===== src/rtl/tt_um_top_module_ka_pkg.sv =====
// Shared constants for the programmable 7-segment counter tile:
// pin field positions, prescaler width and the segment lookup.
package tt_um_top_module_ka_pkg;

    localparam int PRESCALE_W = 24;

    localparam int UI_RUN     = 0;
    localparam int UI_DIR     = 1;
    localparam int UI_HEX     = 2;
    localparam int UI_LOAD    = 3;
    localparam int UI_VAL_LSB = 4;

    localparam logic [4:0] MAX_EXP = 5'd24;

    // Entry n holds the active-high g..a pattern for digit n
    localparam logic [15:0][6:0] SEG_LUT = {
        7'h71, 7'h79, 7'h5E, 7'h39, 7'h7C, 7'h77, 7'h6F, 7'h7F,
        7'h07, 7'h7D, 7'h6D, 7'h66, 7'h4F, 7'h5B, 7'h06, 7'h3F
    };

    typedef struct packed {
        logic       run;
        logic       dir;
        logic       hex;
        logic       load;
        logic [3:0] val;
    } ctrl_t;

endpackage


===== src/rtl/tt_um_top_module_ka_seg7_decoder.sv =====
// Combinational 4-bit digit to active-high 7-segment pattern.
module seg7_decoder
    import tt_um_top_module_ka_pkg::*;
(
    input  logic [3:0] digit,
    output logic [6:0] seg
);

    assign seg = SEG_LUT[digit];

endmodule


===== src/rtl/tt_um_top_module_ka.sv =====
// Single-digit up/down hex/decimal counter with power-of-two prescaler,
// loadable from the pins, driving a 7-segment display plus wrap flag.
module tt_um_top_module_ka
    import tt_um_top_module_ka_pkg::*;
(
    input  logic [7:0] ui_in,
    output logic [7:0] uo_out,
    input  logic [7:0] uio_in,
    output logic [7:0] uio_out,
    output logic [7:0] uio_oe,
    input  logic       ena,
    input  logic       clk,
    input  logic       rst_n
);

    ctrl_t                 ctrl;
    logic [3:0]            digit, digit_nxt, load_val;
    logic [PRESCALE_W-1:0] p, p_nxt, term;
    logic                  dp, dp_nxt;
    logic [4:0]            exp_e;
    logic                  tick;
    logic [6:0]            seg;
    logic                  unused_uio;

    assign ctrl = '{run:  ui_in[UI_RUN],
                    dir:  ui_in[UI_DIR],
                    hex:  ui_in[UI_HEX],
                    load: ui_in[UI_LOAD],
                    val:  ui_in[UI_VAL_LSB +: 4]};

    assign unused_uio = &{1'b0, uio_in[7:5]};

    // Exponent clamps at the prescaler width; the shift then yields all ones
    assign exp_e = (uio_in[4:0] > MAX_EXP) ? MAX_EXP : uio_in[4:0];
    assign term  = ~({PRESCALE_W{1'b1}} << exp_e);

    // >= rather than == so lowering K mid-count never strands p above term
    assign tick     = ctrl.run && (p >= term);
    assign load_val = (!ctrl.hex && ctrl.val > 4'd9) ? 4'd9 : ctrl.val;

    always_comb begin
        digit_nxt = digit;
        p_nxt     = p;
        dp_nxt    = dp;
        if (ctrl.load) begin
            digit_nxt = load_val;
            p_nxt     = '0;
        end else if (!ctrl.run) begin
            p_nxt = '0;
        end else if (tick) begin
            p_nxt = '0;
            if (ctrl.dir) begin
                if (ctrl.hex ? (digit == 4'hF) : (digit >= 4'd9)) begin
                    digit_nxt = 4'd0;
                    dp_nxt    = ~dp;
                end else begin
                    digit_nxt = digit + 4'd1;
                end
            end else begin
                if (digit == 4'd0) begin
                    digit_nxt = ctrl.hex ? 4'hF : 4'd9;
                    dp_nxt    = ~dp;
                end else if (!ctrl.hex && digit > 4'd9) begin
                    digit_nxt = 4'd9;
                end else begin
                    digit_nxt = digit - 4'd1;
                end
            end
        end else begin
            p_nxt = p + 1'b1;
        end
    end

    always_ff @(posedge clk or negedge rst_n) begin
        if (!rst_n) begin
            digit <= '0;
            p     <= '0;
            dp    <= 1'b0;
        end else if (ena) begin
            digit <= digit_nxt;
            p     <= p_nxt;
            dp    <= dp_nxt;
        end
    end

    seg7_decoder u_dec (
        .digit (digit),
        .seg   (seg)
    );

    assign uo_out  = {dp, seg};
    assign uio_out = 8'h00;
    assign uio_oe  = 8'h00;

endmodule


===== config.mk =====
export PLATFORM = sky130hd
export DESIGN_NAME = tt_um_top_module_ka
export DESIGN_NICKNAME = d
export VERILOG_FILES = /design/src/rtl/tt_um_top_module_ka_pkg.sv /design/src/rtl/tt_um_top_module_ka_seg7_decoder.sv /design/src/rtl/tt_um_top_module_ka.sv
export SDC_FILE = /design/constraint.sdc
export NUM_CORES = 1
export LEC_CHECK = 0
export ABC_AREA = 1
export BUFFER_PORTS_ARGS = -buffer_cell sky130_fd_sc_hd__buf_2
export CAP_MARGIN = 10
export CORE_MARGIN = 5
export CORE_UTILIZATION = 64
export CTS_CLUSTER_SIZE = 16
export DETAILED_ROUTE_END_ITERATION = 8
export PLACE_DENSITY_LB_ADDON = 0.05
export SLEW_MARGIN = 5
export SYNTH_ARGS = -nofsm -noshare
export SYNTH_HDL_FRONTEND = slang
export SYNTH_SLANG_ARGS = --single-unit

===== constraint.sdc =====
create_clock -name clk -period 3 [get_ports clk]
set_input_delay 0 -clock clk [delete_from_list [all_inputs] [get_ports clk]]
set_output_delay 0 -clock clk [all_outputs]
set_load 0.03 [all_outputs]

Yosys cells after proc, flatten, opt, wreduce, memory -nomap -nowiden
Memory sizes are Yosys's and may differ from the RTL's. Index checks and enable logic that the tools add are counted.

Register bits after elaboration: 29. Bits in read-only memories: 112. Bits of input ports: 19. Output and inout port bits: 24. Word-level logic and storage cells: 47. Memories: 1.

Memory list: (no name shown) (depth 16, width 7, read ports 1, clocked after Yosys merged registers in 0, write ports 0, RTL line tt_um_top_module_ka_seg7_decoder.sv:9) `assign seg = SEG_LUT[digit];`.

Add/sub/neg operators: 3. Order comparisons: 6. Equal/unequal tests: 2. Shift operators: 1. Mux-type cells: 18. Bitwise logic cells: 3. Reductions and logical operators: 10.

Operator list (count): 2-to-1 mux 24 bit (3); 2-to-1 mux 4 bit (8); adder 24 x 1 -> 24 bit (second input constant) (1); >= comparator 24 bit (1); inverter 24 bit (1); << shifter 24 x 5 -> 24 bit (first input constant) (1); greater-than comparator 4 bit (second input constant) (2); 2-to-1 mux 7 bit (1); AND reduction 6 bit (1); nonzero test 2 bit (3); greater-than comparator 5 bit (second input constant) (1); < comparator 4 x 5 -> 1 bit (second input constant) (1); 2-to-1 mux 5 bit (1); adder 4 x 1 -> 4 bit (second input constant) (1); == test 4 bit (second input constant) (1); >= comparator 4 bit (second input constant) (1); logical NOT 4 bit (1); 2-to-1 mux 1 bit (4); subtractor 4 x 1 -> 4 bit (second input constant) (1); logical AND 1 bit (3); 2-to-1 mux 3 bit (1); AND reduction 3 bit (1); inequality test 2 x 1 -> 1 bit (second input constant) (1); inverter 1 bit (2); logical NOT 1 bit (1).

Logic depth before layout (Yosys ltp)
Gate-level depths: netlist of run 1.

Depth in word-level cells: 9. Mapped depth: 23. Gate-level depth less buffers: 22.

Cells and area by module
From an unflattened synthesis of run 1, not the netlist that was laid out.

Cells, all modules: 469. Area total of the unflattened synthesis: 3140.5 µm².

Modules (own cells, without submodules): tt_um_top_module_ka (instances 1, cells each 416, area an instance 2832.7 µm², seq. area each 725.7 µm²); seg7_decoder (instances 1, cells each 53, area an instance 307.8 µm², seq. area each 0.0 µm²).

Least setup slack after synthesis of run 1
OpenSTA, ideal clock, no wires.

Path kind: input to register. Start point: input port uio_in[2]. End point: register p[0]. Setup time: 139 ps. Data arrival time: 2059 ps. Required time: 2861 ps. Setup slack: 802 ps. Stages on the path: 22. Path buffers: 2. Cells stage by stage: clkbuf_2 -> nor2_1 -> inv_1 -> nor2_1 -> nor2_1 -> nor2_1 -> nand2_1 -> nor2_1 -> o21ai_0 -> ha_1 -> nand2_1 -> nor2_2 -> nand2_1 -> nor2_2 -> nand2_1 -> nor2_1 -> nand2_1 -> nand2_2 -> inv_2 -> nand2_2 -> buf_6 -> mux2i_1.

Word-level cells in the longest chain between the ends: 9.

Ends and longest elaborated chain: from (decl) (RTL line tt_um_top_module_ka.sv:8) `input logic [7:0] uio_in,`; greater-than comparator 5 bit (RTL line tt_um_top_module_ka.sv:34) `assign exp_e = (uio_in[4:0] > MAX_EXP) ? MAX_EXP : uio_in[4:0];`; 2-to-1 mux 5 bit (*) (RTL line tt_um_top_module_ka.sv:34); << shifter 24 x 5 -> 24 bit (*) (RTL line tt_um_top_module_ka.sv:35) `assign term = ~({PRESCALE_W{1'b1}} << exp_e);`; inverter 24 bit (*) (RTL line tt_um_top_module_ka.sv:35); >= comparator 24 bit (*) (RTL line tt_um_top_module_ka.sv:38) `assign tick = ctrl.run && (p >= term);`; logical AND 1 bit (*) (RTL line tt_um_top_module_ka.sv:38); 2-to-1 mux 24 bit (*) (RTL line tt_um_top_module_ka.sv:50) `end else if (tick) begin`; 2-to-1 mux 24 bit (*) (RTL line tt_um_top_module_ka.sv:48) `end else if (!ctrl.run) begin`; 2-to-1 mux 24 bit (*) (RTL line tt_um_top_module_ka.sv:45) `if (ctrl.load) begin`; to (signal assigned) (RTL line tt_um_top_module_ka.sv:81) `p <= p_nxt;`; to (decl) (RTL line tt_um_top_module_ka.sv:18) `logic [PRESCALE_W-1:0] p, p_nxt, term;`.

Every way passes the cells marked *; elsewhere a longest branch is shown, timed or not. A chain may end at the register's enable or synchronous reset.

Worst setup path in the final report of run 1
Ends and elaborated chain as after synthesis.

==> reports/qor.yml, run 1 <==
outcome: "complete, no violations"
coreArea_um2: 4750
seq_area_um2: 726
drv_cap: 0
skew_ns: 0.00268
gp_congestion: 0.933
fill_cells: 433
via_per_inst: 5.42
multiInputGateArea_um2: 2070
fin_crit_sh: 0.819
io_pins: 43
ir_worst_vdd_mv: 0.281
dieArea_um2: 6460
rows: 25
clk_latency_ns: 0.28
max_freq_mhz: 407
path_clk_slew_ns: 0.06
final-max-slew-violation-count: 0
syn_inst: 477
yosysUniqueCellTypes: 40
cp.required_ns: 3.14
path_buf_inv: 3
cts_setup_buffers: 0
drc: 0
fin_crit_ns: 2.46
ys_warn_count: 0
area_delta_synth_final_pct: 4.70
grt_pass1_vias: 2769
async_flop_share: 1.00
grt_max_degree: 30
clockBufferDepth: 2
arrival_ns: 2.60
ys_ff_latch: 29
grt_pass1_wl_um: 12800
syn_avg_cell_area_um2: 6.65
crit_top_cell: "nor2_1"
ant_nets: 0
antenna_found_initial: 0
synth_edf_count: 0
p_total_mw: 1.20
worstMarginPinSlew_ns: 0.644
ys_seq_area_frac: 0.229
final_cell_mix: "nand2_1 (134), inv_1 (54), nor2_1 (47)"
die_w_um: 80.4
cts-root-buf: "clkbuf_8"
crit_family: "simple AND/OR/NAND/NOR gates"
ctsResizeCount: 0
relSlewSlack: 0.571
vias: 3054
final_common_cell: "nand2_1"
crit_chain: "buf_2 > nor2_1 > inv_1 > nor2_1 > nor2_1 > o21ai_0 > o21ai_0 > ha_1 > nand2_1 > nor2_1 > nand2_1 > nor2_2 > nand2_1 > nor2_1 > nand2_1 > nand2_2 > inv_2 > nand2_2 > mux2i_1"
cp-end-kind: "flop"
grt-ovfl-total: 0
syn_area_um2: 3170
first_iter_violations: 159
routed_wl_um: 7420
grtUsageTotal: 0.251
cts_tree: "yes"
worstPathMaxFanout: 20
rsz0062_at_grt: "no"
start_util: 0.667
dp_hpwl_um: 5940
io_buffers: 23
dr.pass1.iters: 5
criticalPathCategory: "in -> reg"
min-delay-path-class: "in -> reg"
dieHeight_um: 80.4
p_leak_nw: 1.75
numCtsBuffers: 5
cp_slowest_cell: "nand2_2"
finalHoldViolations: 0
n_antenna_cell: 0
wl_per_cell_um: 13.2
setup_tns_ns: 0
power_density_nw_per_um2: 362
layout-drive-gt1-share: 0.119
cts_max_level: 2
dominantRegCellSynth: "dfrtp_1"
nNetsFinal: 547
startpoint_type: "input pin"
cpPeakStageDelay_ns: 0.32
setup_viol: 0
numClockSinks: 29
[worst register-to-register path, stage by stage, from the launching register on]
cell and delay [ns]:
dfrtp_1 0.47, ha_1 0.34, nand2_1 0.08, nor2_1 0.11, nand2_1 0.08, nor2_2 0.12
nand2_1 0.06, nor2_1 0.08, nand2_1 0.06, nand2_2 0.12, inv_2 0.06, nand2_2 0.32
mux2i_1 0.16
[per-layer routing]
layer,global-route usage,wire (um)
met1,0.356,3440
met2,0.402,3360
met3,0.0426,552
met4,0.0490,71
met5,0,0
[power breakdown]
part,internal (mW),switching (mW)
combinational,0.136,0.310
sequential,0.404,0.0370
clock,0.160,0.154
[what timing repair did]
item / CTS / global route
setup endpoints to repair: 0 / 0
hold buffers: 1 / 0
hold endpoints to repair: 29 / 0
[state kept, by name (all words and copies together), names as in the netlist]
register and cells:
dp 1, p 24, digit 4
[cell usage after synthesis (3+ instances only)]
master    number  share of area
nor2_2         6          0.012
o22ai_1       13          0.026
buf_6          3          0.011
nand2_1      134           0.16
dfrtp_1       29           0.23
nand2_2        7          0.014
o21ai_0       19          0.030
o21ai_1        6         0.0095
xor2_1        12          0.033
clkbuf_1       4         0.0047
buf_4         18          0.043
a21oi_1       13          0.021
nor3_1         5         0.0079
nand4_1       11          0.022
nand3_1       28          0.044
nor2_1        47          0.056
inv_2          5         0.0059
inv_1         54          0.064
ha_1          33           0.13
xnor2_1        3         0.0083
[kinds of logic (layout without fill, tap and decap cells)]
logic type / count (synthesis) / count (layout) / share of synthesized area
muxes: 1 / 1 / 0.00316
DFF: 29 / 29 / 0.229
buffers and inverters: 89 / 93 / 0.136
AOI/OAI and AO/OA: 61 / 61 / 0.111
adders and majority gates: 33 / 33 / 0.130
other: 1 / 16 / 0.00118
and+or+nand+nor: 248 / 248 / 0.348
xor gates and xnor gates: 15 / 15 / 0.0414
[final timing paths]
check                           from    end  slack [ns]  depth (start not counted)
setup / recovery           uio_in[2]   p[0]        0.54                         19
hold / removal              ui_in[0]  p[16]        0.08                          4
setup reg to reg               p[19]   p[0]        0.80                         12
hold reg to reg                   dp     dp        0.47                          1
max in group asynchronous      rst_n  p[23]        2.31                          2
min in group asynchronous      rst_n   p[2]        0.28                          2
[final cells by class]
class	count	area share
Multi-Input combinational cell	374	0.624
Tap cell	67	0.0253
Timing Repair Buffer	24	0.0377
Clock inverter	2	0.00302
Sequential cell	29	0.219
Clock buffer	6	0.0219
Inverter	61	0.0697
[per-stage QoR]
| step | instances | util | cell area, um^2 | setup slack [ns] | hold WS, ns |
|---|---|---|---|---|---|
| 2_1_floorplan | 492 | - | 3230 | 0.802 | -0.296 |
| 3_3_place_gp | 554 | 0.679 | 3230 | 0.357 | 0.0550 |
| 3_5_place_dp | 554 | 0.679 | 3230 | 0.281 | 0.0702 |
| 4_1_cts | 563 | 0.698 | 3320 | 0.581 | 0.0708 |
| 5_1_grt | 563 | 0.698 | 3320 | 0.254 | 0.0975 |
| 6_report | 563 | 0.698 | 3320 | 0.542 | 0.0771 |
Note: power is estimated with default switching activity, not from simulation.
==> run 2, diff against run 1 <==
--- a/config.mk
+++ b/config.mk
@@ -9,7 +9,7 @@
 export BUFFER_PORTS_ARGS = -buffer_cell sky130_fd_sc_hd__buf_2
 export CAP_MARGIN = 10
 export CORE_MARGIN = 5
-export CORE_UTILIZATION = 64
+export CORE_UTILIZATION = 53
 export CTS_CLUSTER_SIZE = 16
 export DETAILED_ROUTE_END_ITERATION = 8
 export PLACE_DENSITY_LB_ADDON = 0.05
==> constraint.sdc (replaced) <==
create_clock -name clk -period 2 [get_ports clk]
set_input_delay 0 -clock clk [delete_from_list [all_inputs] [get_ports clk]]
set_output_delay 0 -clock clk [all_outputs]
set_load 0.03 [all_outputs]
==> reports/qor.yml, run 2 (synthesized netlist as in run 1, its figures left out) <==
outcome: "finished with violations"
violations: "setup timing"
startpoint_type: "input pin"
gp_congestion: 1.02  # +9.7%
numCtsBuffers: 5  # unchanged
worstHoldStart: "ui_in[0]"
io_pins: 43  # unchanged
worstMarginPinSlew_ns: 0.665  # +0.0211 ns
p_total_mw: 1.88  # +57%
dieHeight_um: 87.3  # +8.7%
drc: 0  # unchanged
r2r_slack_ns: 0.01  # -0.79 ns
path_clk_slew_ns: 0.07  # about the same
whs_path_depth: 3  # -1
grtUsageTotal: 0.235  # -0.0165
cp.required_ns: 2.16  # -0.98 ns
p_int_mw: 1.11  # +58%
cp_slowest_cell: "ha_1"
n_antenna_cell: 0  # unchanged
hold_end: "dp"
clockPowerShare: 0.250  # -0.012
wl_per_cell_um: 14.5  # +10%
fill_cells: 550  # +27%
routed_wl_um: 8890  # +20%
dp_hpwl_um: 6790  # +14%
cts_tree: "yes"
cts-root-buf: "clkbuf_8"
max_freq_mhz: 491
fin_crit_sh: 1.02
p_sw_frac: 0.413  # -0.00417
start_util: 0.539  # -0.128
grt-ovfl-total: 0  # unchanged
vias: 3234  # +5.9%
arrival_ns: 2.20  # -0.40 ns
first_iter_violations: 214  # +35%
fin_crit_ns: 2.04
antenna_found_initial: 0  # unchanged
criticalPathCategory: "in -> reg"
ir_worst_vdd_mv: 0.421  # +50%
regMostFlops: "p"
clk_latency_ns: 0.28  # about the same
skew_ns: 0.00643  # +0.00375 ns
seq_area_um2: 727  # +0.17%
cpPeakStageDelay_ns: 0.29  # -0.03 ns
dr.pass1.iters: 4  # -1
rows: 28  # +12%
finalHoldViolations: 0  # unchanged
post-place-ws_ns: -0.302  # -0.583 ns
io_buffers: 23  # unchanged
p_seq_frac: 0.343  # -0.024
multiInputGateArea_um2: 2210  # +6.8%
setup_tns_ns: -0.236  # -0.236 ns
rsz0062_at_grt: "yes"
r2r_cells: 13  # +1
final_cell_mix: "nand2_1 (129), inv_1 (53), nor2_1 (41)"
setup_viol: 14  # +14
area_delta_synth_final_pct: 21.7
ant_nets: 0  # unchanged
numClockSinks: 29  # unchanged
via_per_inst: 5.28  # -2.7%
reg2reg_from: "p[13]"
r2r-end: "p[8]"
cts_max_level: 2  # unchanged
crit_top_cell: "nand2_1"
nNetsFinal: 589  # +7.7%
relSlewSlack: 0.557  # -0.0141
crit_chain: "buf_8 > nor2_4 > inv_2 > nor2_4 > nor2_2 > nor2_1 > nand2_1 > nor2_2 > o21ai_1 > ha_1 > nand2_1 > nor2_2 > nand2_1 > nor2_2 > nand2_1 > nor2_1 > nand2_1 > nand2_2 > inv_4 > nand2_8 > clkbuf_16 > o22ai_1"
dieArea_um2: 7630  # +18%
layout-drive-gt1-share: 0.236  # +0.117
min-delay-path-class: "in -> reg"
top_regs: "p x24, digit x4, dp x1"
clockBufferDepth: 2  # unchanged
die_w_um: 87.3  # +8.7%
p_switching_mw: 0.778  # +55%
coreArea_um2: 5890  # +24%
p_leak_nw: 2.04  # +16%
setup_slack_ns: -0.0360  # -0.578 ns
grt_pass1_wl_um: 14100  # +10%
crit_family: "simple AND/OR/NAND/NOR gates"
grt_pass1_vias: 2986  # +7.8%
cp-end-kind: "flop"
path_buf_inv: 4  # +1
combPwrFrac: 0.406  # +0.035
drv_cap: 0  # unchanged
final_common_cell: "nand2_1"
grt_max_degree: 30  # unchanged
worstPathMaxFanout: 5  # -75%
power_density_nw_per_um2: 488  # +35%
largest_reg_flops: 24  # unchanged
final-max-slew-violation-count: 0  # unchanged
==> run 2: cell types whose count changed in the layout (fill, tap and decap cells not counted), sizes merged <==
| cell | before | now |
|---|---|---|
| clkbuf | 6 | 7 |
| buf | 23 | 64 |
==> run 2: power by group through the flow <==
stage          Sequential [mW]  Combinational (mW)  Clock (mW)
6_report                 0.647               0.765       0.471
3_3_place_gp             0.656               0.718           0
5_1_grt                  0.651               0.855       0.507
2_1_floorplan            0.639               0.573           0
4_1_cts                  0.645               0.733       0.482
3_5_place_dp             0.655               0.720           0
==> run 2: per-stage QoR <==
stage / util / hold WS, ns / cell area (um^2) / cells
global route: 0.656 / 0.0638 / 3860 / 613
floorplan: - / -0.296 / 3260 / 492
finish: 0.656 / 0.0498 / 3860 / 613
detailed placement: 0.598 / 0.0666 / 3520 / 596
CTS: 0.620 / 0.0688 / 3650 / 606
global placement: 0.598 / 0.0662 / 3520 / 596
==> run 2: worst max-delay path by stage <==
stage / to / startpoint / cells past startpoint / slack (ns)
4_1_cts: p[13] / uio_in[2] / 22 / 0.02
5_1_grt: p[13] / uio_in[1] / 22 / -0.20
6_report: p[6] / uio_in[1] / 22 / -0.04
3_5_place_dp: p[13] / uio_in[2] / 22 / -0.30
2_1_floorplan: p[0] / uio_in[2] / 22 / -0.13
3_3_place_gp: p[0] / uio_in[2] / 22 / -0.25
==> run 2: area by class of cell <==
| cell class | instances | share of cell area |
|---|---|---|
| Sequential cell | 29 | 0.188 |
| Tap cell | 75 | 0.0243 |
| Inverter | 61 | 0.0606 |
| Clock inverter | 2 | 0.00259 |
| Clock buffer | 6 | 0.0188 |
| Timing Repair Buffer | 66 | 0.132 |
| Multi-Input combinational cell | 374 | 0.573 |
==> run 2: worst min-delay path: stages <==
cell,delay [ns]
buf_2,0.14
nand3_2,0.09
xnor2_1,0.06
==> run 2: timing repair <==
item,CTS,global route
hold buffers,1,0
pin swaps,1,20
setup buffers,0,7
resized for setup,4,35
endpoints found under the hold margin,29,0
gates cloned,1,1
setup endpoints to repair,17,29
==> run 2: metal layers <==
metal  vias to the layer above  GRT usage  wire length, um
li1                       1642          -                -
met1                      1477      0.320             3970
met2                        94      0.383             4170
met3                        21     0.0360              511
met4                         0     0.0683              252
met5                         -          0                0
==> run 3, diff against run 2 <==
--- a/config.mk
+++ b/config.mk
@@ -5,7 +5,6 @@
 export SDC_FILE = /design/constraint.sdc
 export NUM_CORES = 1
 export LEC_CHECK = 0
-export ABC_AREA = 1
 export BUFFER_PORTS_ARGS = -buffer_cell sky130_fd_sc_hd__buf_2
 export CAP_MARGIN = 10
 export CORE_MARGIN = 5
==> reports/qor.yml, run 3 <==
dominantRegCellSynth: "dfrtp_1"
startpoint_type: "flop"
synth_edf_count: 0  # unchanged
p_total_mw: 1.86  # -1.0%
dieHeight_um: 85.9  # -1.6%
die_w_um: 85.9  # -1.6%
reg2reg_from: "p[20]"
fin_crit_sh: 1.21  # +0.195
syn_area_um2: 3060  # -3.6%
synthXorXnorAreaFrac: 0.0115  # -0.0300
final_util: 0.729  # +0.0736
coreArea_um2: 5540  # -5.9%
yosys.area_share.simple: 0.252  # -0.0966
cp_slowest_cell: "or4_4"
regMostFlops: "p"
synth_fa_ha_area_frac: 0.135  # +0.00491
rsz0062_at_grt: "yes"
numClockSinks: 29  # unchanged
numCtsBuffers: 5  # unchanged
path_buf_inv: 1  # -3
async_flop_share: 1.00  # unchanged
syn_inst: 385  # -19%
max_freq_mhz: 412  # -16%
vias: 3143  # -2.8%
finalHoldViolations: 0  # unchanged
final_common_cell: "buf_4"
criticalPathCategory: "reg -> reg"
setup_viol: 29  # +15
setup_slack_ns: -0.426  # -0.390 ns
cts_tree: "yes"
grt_max_degree: 30  # unchanged
clockBufferDepth: 2  # unchanged
synth_top_family_by_area: "simple AND/OR/NAND/NOR gates"
cpPeakStageDelay_ns: 0.60  # +0.31 ns
clk_latency_ns: 0.28  # about the same
grt_pass1_vias: 2992  # +0.20%
gp_congestion: 0.870  # -15%
via_per_inst: 5.83  # +11%
whs_path_depth: 2  # -1
yosysUniqueCellTypes: 56  # +40%
drc: 0  # unchanged
rows: 27  # -3.6%
final-max-slew-violation-count: 0  # unchanged
arrival_ns: 2.60  # +0.40 ns
cts-root-buf: "clkbuf_8"
crit_family: "simple AND/OR/NAND/NOR gates"
r2r_slack_ns: -0.43  # -0.44 ns
io_buffers: 23  # unchanged
final_cell_mix: "buf_4 (66), nand2_1 (46), ha_1 (29)"
layout-drive-gt1-share: 0.310  # +0.0744
dieArea_um2: 7380  # -3.2%
worstPathMaxFanout: 4  # -1
top_regs: "p x24, digit x4, dp x1"
synth_top_area_share: 0.238  # +0.00862
io_pins: 43  # unchanged
worstHoldStart: "ena"
relSlewSlack: 0.530  # -0.0263
start_util: 0.551  # +0.0128
first_iter_violations: 224  # +4.7%
wl_per_cell_um: 16.2  # +12%
power_density_nw_per_um2: 461  # -5.5%
violations: "setup timing"
n_antenna_cell: 0  # unchanged
synth_most_common_cell: "nand2_1"
synth_area_leaders: "dfrtp_1 (24%), ha_1 (14%), nand2_1 (5.8%)"
ir_worst_vdd_mv: 0.387  # -8.2%
grtUsageTotal: 0.241  # +0.00666
dp_hpwl_um: 6610  # -2.6%
skew_ns: 0.00231  # -0.00411 ns
grt_pass1_wl_um: 14300  # +1.3%
largest_reg_flops: 24  # unchanged
crit_chain: "ha_4 > nand4_1 > or4_4 > nor3_4 > a21oi_2 > buf_6 > and3_4 > a221o_1"
ys_warn_count: 0  # unchanged
hold_end: "p[0]"
cts_max_level: 2  # unchanged
routed_wl_um: 8750  # -1.6%
nNetsFinal: 518  # -12%
fill_cells: 472  # -14%
ys_ff_latch: 29  # unchanged
ant_nets: 0  # unchanged
worstMarginPinSlew_ns: 0.705  # +0.0394 ns
path_clk_slew_ns: 0.06  # about the same
synth_compound_area_frac: 0.224  # +0.113
ys_seq_area_frac: 0.238  # +0.00862
dr.pass1.iters: 4  # unchanged
outcome: "finished with violations"
syn_avg_cell_area_um2: 7.94  # +19%
synthMuxAreaShare: 0.0405  # +0.0374
drv_cap: 0  # unchanged
area_delta_synth_final_pct: 32.2
r2r_cells: 8  # -5
synth_top_area_cell: "dfrtp_1"
synth_commonest_cells: "nand2_1 (47), ha_1 (33), dfrtp_1 (29), a21oi_1 (28), nor2_1 (25)"
antenna_found_initial: 0  # unchanged
p_leak_nw: 1.87  # -8.2%
r2r-end: "p[23]"
grt-ovfl-total: 0  # unchanged
cp-end-kind: "flop"
fin_crit_ns: 2.43  # +0.390 ns
cp.required_ns: 2.17  # about the same
min-delay-path-class: "in -> reg"
==> run 3: where the power goes <==
group | total [mW] | switching, mW | internal, mW | leakage [nW]
registers | 0.619 | 0.0201 | 0.599 | 0.393
clock network | 0.639 | 0.233 | 0.406 | 0.0585
logic | 0.606 | 0.368 | 0.238 | 1.42
total | 1.86 | 0.621 | 1.24 | 1.87
==> run 3: worst max-delay path by stage <==
stage	cells past startpoint	from	end
6_report	8	p[20]	p[23]
3_5_place_dp	11	uio_in[1]	p[17]
5_1_grt	8	p[20]	p[23]
4_1_cts	8	p[20]	p[23]
3_3_place_gp	10	uio_in[3]	p[20]
2_1_floorplan	8	p[23]	digit[0]
==> run 3: worst reg2reg max path: cells and delay by family, from the launching register on <==
kind | cells | cell delay, ns
AOI/OAI and AO/OA | 2 | 0.35
DFF | 1 | 0.45
buffers and inverters | 1 | 0.15
adders and majority gates | 1 | 0.30
and+or+nand+nor | 4 | 1.07
==> run 3: logic make-up after synthesis <==
family                     Yosys count
buffers and inverters               56
and+or+nand+nor                    150
DFF                                 29
adders and majority gates           33
xor gates and xnor gates             4
muxes                               11
AOI/OAI and AO/OA                  101
other                                1
==> run 3: per-stage QoR <==
| stage | setup slack, ns | area [um^2] | hold WS, ns | TNS (ns) | cells |
|---|---|---|---|---|---|
| detailed placement | -0.550 | 3700 | 0.0725 | -12.61 | 527 |
| global route | -0.486 | 4040 | 0.0775 | -12.09 | 539 |
| floorplan | -0.215 | 3220 | -0.296 | -4.57 | 400 |
| finish | -0.426 | 4040 | 0.0672 | -10.69 | 539 |
| global placement | -0.480 | 3700 | 0.0798 | -11.37 | 527 |
| CTS | -0.447 | 3930 | 0.0437 | -10.78 | 538 |
==> run 3: per-layer routing <==
layer | vias to the layer above | GRT usage | routed length (um)
met4 | 0 | 0.0561 | 69
met5 | - | 0 | 0
met3 | 7 | 0.0288 | 448
met2 | 82 | 0.381 | 4110
li1 | 1559 | - | -
met1 | 1495 | 0.351 | 4120
==> run 3: repair_timing <==
item | CTS | global route
buffers inserted | 2 | 1
endpoints found under the hold margin | 29 | 0
hold buffers | 1 | 0
pin swaps | 19 | 13
resized for setup | 20 | 14
setup endpoints to repair | 29 | 30
==> run 3: area by class of cell <==
type,count,area (um^2),area share
sequential,29,727,0.180
clock inverter,1,30.0,0.00743
timing repair buffer,98,728,0.180
tap,72,90.1,0.0223
clock buffer,7,86.3,0.0214
inverter,17,63.8,0.0158
multi-input combinational,315,2310,0.573
